[config.mk]
export PLATFORM = sky130hd
export DESIGN_NAME = fetch_bundle_gen
export DESIGN_NICKNAME = d
export VERILOG_FILES = /design/src/rtl/fetch_bundle_gen.sv
export SDC_FILE = /design/constraint.sdc
export NUM_CORES = 1
export LEC_CHECK = 0
export CAP_MARGIN = 15
export CORE_MARGIN = 2
export CORE_UTILIZATION = 48
export CTS_CLUSTER_SIZE = 25
export DETAILED_ROUTE_END_ITERATION = 8
export PLACE_DENSITY = 0.88
export SLEW_MARGIN = 15
export SYNTH_ARGS = -nofsm -noshare
export SYNTH_HDL_FRONTEND = slang
export SYNTH_SLANG_ARGS = --single-unit
[constraint.sdc]
create_clock -name clk -period 15.8 [get_ports clk]
set_input_delay 3.95 -clock clk [delete_from_list [all_inputs] [get_ports clk]]
set_output_delay 3.95 -clock clk [all_outputs]
set_load 0.03 [all_outputs]
[src/rtl/fetch_bundle_gen.sv]
// fetch_bundle_gen: PC holder and single-outstanding I-cache requester that packs 16-byte lines
// into 4-wide decode bundles. Define FETCH_PREFETCH_EN to add a 1-entry response buffer.
module fetch_bundle_gen #(
  parameter logic [31:0] RESET_PC = 32'h1c00_0000
) (
  input  logic         clk,
  input  logic         rst,
  output logic         icache_req,
  output logic [31:0]  icache_addr,
  input  logic         icache_addr_ok,
  input  logic         icache_data_ok,
  input  logic [127:0] icache_rdata,
  input  logic         redirect_valid,
  input  logic [31:0]  redirect_pc,
  input  logic         next_ready,
  output logic         out_valid,
  output logic [127:0] inst_4W_out,
  output logic [3:0]   inst_4W_valid_out,
  output logic [31:0]  pc_out
);

  typedef enum logic [1:0] {
    S_REQ    = 2'd0,
    S_WAIT   = 2'd1,
    S_CANCEL = 2'd2
  } state_t;

  state_t       state;
  state_t       state_nxt;
  logic [31:0]  pc;
  logic [1:0]   k;
  logic         slot_free;
  logic         req_fire;
  logic         resp_keep;
  logic         out_fire;
  logic [127:0] packed_data;
  logic [3:0]   packed_mask;
  logic [31:0]  w0, w1, w2, w3;

  // pc is frozen between the address handshake and data_ok, so it doubles as the latched request pc
  assign k           = pc[3:2];
  assign icache_addr = {pc[31:4], 4'b0000};
  assign req_fire    = icache_req & icache_addr_ok;
  assign resp_keep   = (state == S_WAIT) & icache_data_ok & ~redirect_valid;
  assign out_fire    = out_valid & next_ready;
  assign icache_req  = ~rst & (state == S_REQ) & slot_free;

  assign w0 = icache_rdata[31:0];
  assign w1 = icache_rdata[63:32];
  assign w2 = icache_rdata[95:64];
  assign w3 = icache_rdata[127:96];

  always_comb begin
    packed_data = '0;
    unique case (k)
      2'd0:    packed_data = {w0, w1, w2, w3};
      2'd1:    packed_data = {w1, w2, w3, 32'h0};
      2'd2:    packed_data = {w2, w3, 64'h0};
      default: packed_data = {w3, 96'h0};
    endcase
  end

  assign packed_mask = 4'b1111 << k;

  // A response in CANCEL always returns to REQ, even under a fresh redirect: the orphan is gone
  always_comb begin
    state_nxt = state;
    unique case (state)
      S_REQ: begin
        if (req_fire) state_nxt = redirect_valid ? S_CANCEL : S_WAIT;
      end
      S_WAIT: begin
        if (icache_data_ok)      state_nxt = S_REQ;
        else if (redirect_valid) state_nxt = S_CANCEL;
      end
      S_CANCEL: begin
        if (icache_data_ok) state_nxt = S_REQ;
      end
      default: state_nxt = S_REQ;
    endcase
  end

  always_ff @(posedge clk or posedge rst) begin
    if (rst) begin
      state <= S_REQ;
      pc    <= RESET_PC;
    end else begin
      state <= state_nxt;
      if (redirect_valid)
        pc <= redirect_pc & 32'hFFFF_FFFC;
      else if (resp_keep)
        pc <= {pc[31:4] + 28'd1, 4'b0000};
    end
  end

`ifdef FETCH_PREFETCH_EN
  logic         buf_valid;
  logic [127:0] buf_data;
  logic [3:0]   buf_mask;
  logic [31:0]  buf_pc;

  assign slot_free = ~buf_valid;

  // Requests only issue with the buffer empty, so a kept response never meets a full buffer
  always_ff @(posedge clk or posedge rst) begin
    if (rst) begin
      out_valid         <= 1'b0;
      inst_4W_out       <= '0;
      inst_4W_valid_out <= '0;
      pc_out            <= '0;
      buf_valid         <= 1'b0;
      buf_data          <= '0;
      buf_mask          <= '0;
      buf_pc            <= '0;
    end else if (redirect_valid) begin
      out_valid <= 1'b0;
      buf_valid <= 1'b0;
    end else if (resp_keep && out_valid && !next_ready) begin
      buf_valid <= 1'b1;
      buf_data  <= packed_data;
      buf_mask  <= packed_mask;
      buf_pc    <= pc;
    end else if (resp_keep) begin
      out_valid         <= 1'b1;
      inst_4W_out       <= packed_data;
      inst_4W_valid_out <= packed_mask;
      pc_out            <= pc;
    end else if (out_fire && buf_valid) begin
      out_valid         <= 1'b1;
      inst_4W_out       <= buf_data;
      inst_4W_valid_out <= buf_mask;
      pc_out            <= buf_pc;
      buf_valid         <= 1'b0;
    end else if (out_fire) begin
      out_valid <= 1'b0;
    end
  end
`else
  assign slot_free = ~out_valid | next_ready;

  always_ff @(posedge clk or posedge rst) begin
    if (rst) begin
      out_valid         <= 1'b0;
      inst_4W_out       <= '0;
      inst_4W_valid_out <= '0;
      pc_out            <= '0;
    end else if (redirect_valid) begin
      out_valid <= 1'b0;
    end else if (resp_keep) begin
      out_valid         <= 1'b1;
      inst_4W_out       <= packed_data;
      inst_4W_valid_out <= packed_mask;
      pc_out            <= pc;
    end else if (out_fire) begin
      out_valid <= 1'b0;
    end
  end
`endif

endmodule

==> results.yml <==
status:
  outcome: "complete, no violations"
pwr:
  switching_share_pct: 40.0
  power_density_nw_per_um2: 147
  irDropWorstVdd_mv: 0.0985
  p_int_mw: 1.21
  seq_power_share_pct: 36.2
  p_sw_uw: 808
  p_clk_share_pct: 21.6
  p_leak_nw: 6.13
  p_comb_share_pct: 42.2
drt:
  wire_per_inst_um: 18.6
  drtAntennaViolNets: 0
  via_per_inst: 5.40
  via_count: 8788
  drt_first_pass_iters: 5
  drtIter0Drc: 476
  wl_um: 30200
  drcViolationCount: 0
cts:
  post_cts_buffers: 0
  cts_made_buffers: 17
  cts_tree: "done"
  cts_buffer_depth: 2
  hold_buffers: 0
  htreeDepth: 4
  clk_pin_slew_ns: 0.07
  clock-sinks: 195
  worstSkewPairLatency_ns: 0.42
  postCtsResizedCells: 0
  root_buffer: "clkbuf_16"
timing:
  fin_skew_ns: 0.00913
  clock.fmax_ghz: 0.103
  period_needed_ns: 9.71
  post-route-period-util_pct: 61.5
  whs_ns: 0.468
  relSlewSlack_pct: 21.0
  slew_violations: 0
  tightest_slew_ns: 1.19
  setup_ws_ns: 6.09
  finalSetupViolCount: 0
  rsz0062_at_grt: "no"
  hold_viol: 0
  fin_setup_tns_ns: 0
final_layout:
  final_nets: 1511
  final_util_pct: 68.6
  stdcell_count: 1628
  final_layout_size_suffix_gt1_share_pct: 6.71
  area_growth_pct: 41.2
synth:
  synthXorXnorAreaFrac_pct: 2.43
  synthSimpleGateAreaFrac_pct: 20.0
  synth_top_family_by_area: "simple AND/OR/NAND/NOR gates"
  yosys.area.top_type: "dfrtp_1"
  synth-async-reset-ratio_pct: 100
  synth_cell_types: 43
  synth_edf_count: 0
  synthCells: 1070
  seq_area_frac_synth_pct: 50.2
  synth_compound_gate_area_share_pct: 10.1
  synth_ff_type: "dfrtp_1"
  yosys-top-cells-area: "dfrtp_1 (49%), nand2_1 (13%), mux2i_1 (6.7%)"
  muxShareOfSynthArea_pct: 11.0
  synth_area_per_cell_um2: 9.09
  synth_adder_area_share_pct: 0.129
  synth_area_um2: 9730
  synth_top_area_share_pct: 49.4
  ys_warn_count: 0
  ys_seq_elements: 195
global_route:
  grt_max_degree: 122
  grt_pass1_wl_um: 47900
  grt_pass1_vias: 8800
  antenna_found_initial: 1
  overflow: 0
  grtUsageTotal_pct: 28.1
placement:
  dp_slack_ns: 6.08
  dp.cells: 1595
  portBuffers: 355
  gp_congestion: 0.852
  dpl.hpwl_um: 21000
die:
  die_x_um: 146
  fp-row-count: 52
  die-height_um: 146
  initial_core_util_pct: 48.6
  ios: 364
  fp.coreArea_um2: 20000
  fp.dieArea_um2: 21400
worst_hold_path:
  hold_class: "reg -> reg"
worst_setup_path:
  crit_fanout: 3
  critPathKind: "in -> out"
  critPathCaptureType: "output port"
  critPathLaunchType: "primary input"
  critPathArrivalTime_ns: 5.76
  required_ns: 11.85
run:
  maxCapViolCount: 0
path summary, 6_finish.rpt:
| kind | end | slack [ns] | from | cells after the start |
|---|---|---|---|---|
| setup reg to reg | inst_4W_valid_out[0] | 12.54 | state[1] | 4 |
| min in group asynchronous | pc_out[18] | 4.14 | rst | 2 |
| hold / removal | inst_4W_out[0] | 0.47 | inst_4W_out[0] | 2 |
| hold reg to reg | inst_4W_out[0] | 0.47 | inst_4W_out[0] | 2 |
| max in group asynchronous | pc_out[26] | 10.09 | rst | 3 |
| setup / recovery | icache_req | 6.09 | rst | 3 |
final cells by class:
class	instances	area, um2
antenna	1	2.50
clock buffer	17	425
clock inverter	15	168
fill	1564	6300
inverter	5	26.3
multi-input combinational	764	4290
sequential	195	4890
tap	270	338
timing repair buffer	361	3590
registers in the layout (all words and copies together), names as in the netlist:
name and count:
out_valid 1, pc 30, pc_out 30, inst_4W_out 128
inst_4W_valid_out 4, state 2
cells in the final DEF, fill, tap and decap left out, drive strengths merged, types with 3 or more instances in the layout:
cell type / netlist / routed
mux2: 37 / 37
o31ai: 32 / 32
o211ai: 32 / 32
xnor2: 9 / 9
nand2: 347 / 347
conb: 1 / 6
o21ai: 61 / 61
and3: 4 / 4
nor4: 3 / 3
buf: 62 / 7
mux2i: 65 / 65
dfstp: 3 / 3
nand3: 45 / 45
dfrtp: 192 / 192
clkdlybuf4s50: 0 / 354
inv: 5 / 12
clkbuf: 49 / 17
nor3: 5 / 5
nor2: 39 / 39
nand4: 11 / 11
xor2: 18 / 18
a21oi: 33 / 33
clkinv: 0 / 6
power groups by stage:
stage / Sequential (mW) / Clock, mW / Combinational (mW)
after global routing: 0.749 / 0.468 / 0.899
after CTS: 0.731 / 0.444 / 0.857
final: 0.732 / 0.437 / 0.852
after detailed placement: 0.740 / 0 / 0.853
after global placement: 0.732 / 0 / 0.836
after floorplan: 0.987 / 0 / 0.208
cells by family (layout without fill, tap and decap cells):
kind of cell	count (synthesis)	count (layout)
DFF	195	195
and+or+nand+nor	466	466
AOI/OAI and AO/OA	162	162
adders and majority gates	1	1
other	1	7
buffers and inverters	116	398
xor gates and xnor gates	27	27
muxes	102	102
cell usage after synthesis, types with 2 or more instances:
cell and count:
o31ai_1 32, nand2_1 347, dfstp_2 3, and2_1 2
o211ai_1 32, buf_1 8, xor2_1 18, o21ai_0 55
buf_2 19, nand3_1 45, o21ai_1 6, buf_4 34
and3_1 4, nand2b_1 2, nand4b_1 2, clkbuf_1 48
nor2_1 38, inv_1 5, mux2i_1 65, nand4_1 10
mux2_2 37, xnor2_1 9, dfrtp_1 192, a21oi_1 33
nor3_1 5, nor4_4 2
per-layer routing:
metal | vias up | track usage, % | wire length (um)
li1 | 4111 | - | -
met3 | 60 | 8.31 | 2620
met1 | 4234 | 35.4 | 11900
met5 | - | 0 | 0
met4 | 0 | 11.3 | 952
met2 | 383 | 45.9 | 14800
metrics by stage:
step / instance area (um2) / power [mW]
2_1_floorplan: 9750 / 1.20
6_report: 13700 / 2.02
4_1_cts: 13700 / 2.03
5_1_grt: 13700 / 2.12
3_5_place_dp: 13100 / 1.59
3_3_place_gp: 13100 / 1.57
worst max-delay path, cell delays in order:
cell	delay [ns]
clkdlybuf4s50_1	0.52
nor4b_1	0.51
clkdlybuf4s50_1	0.78
(Power assumes the default switching activity.)
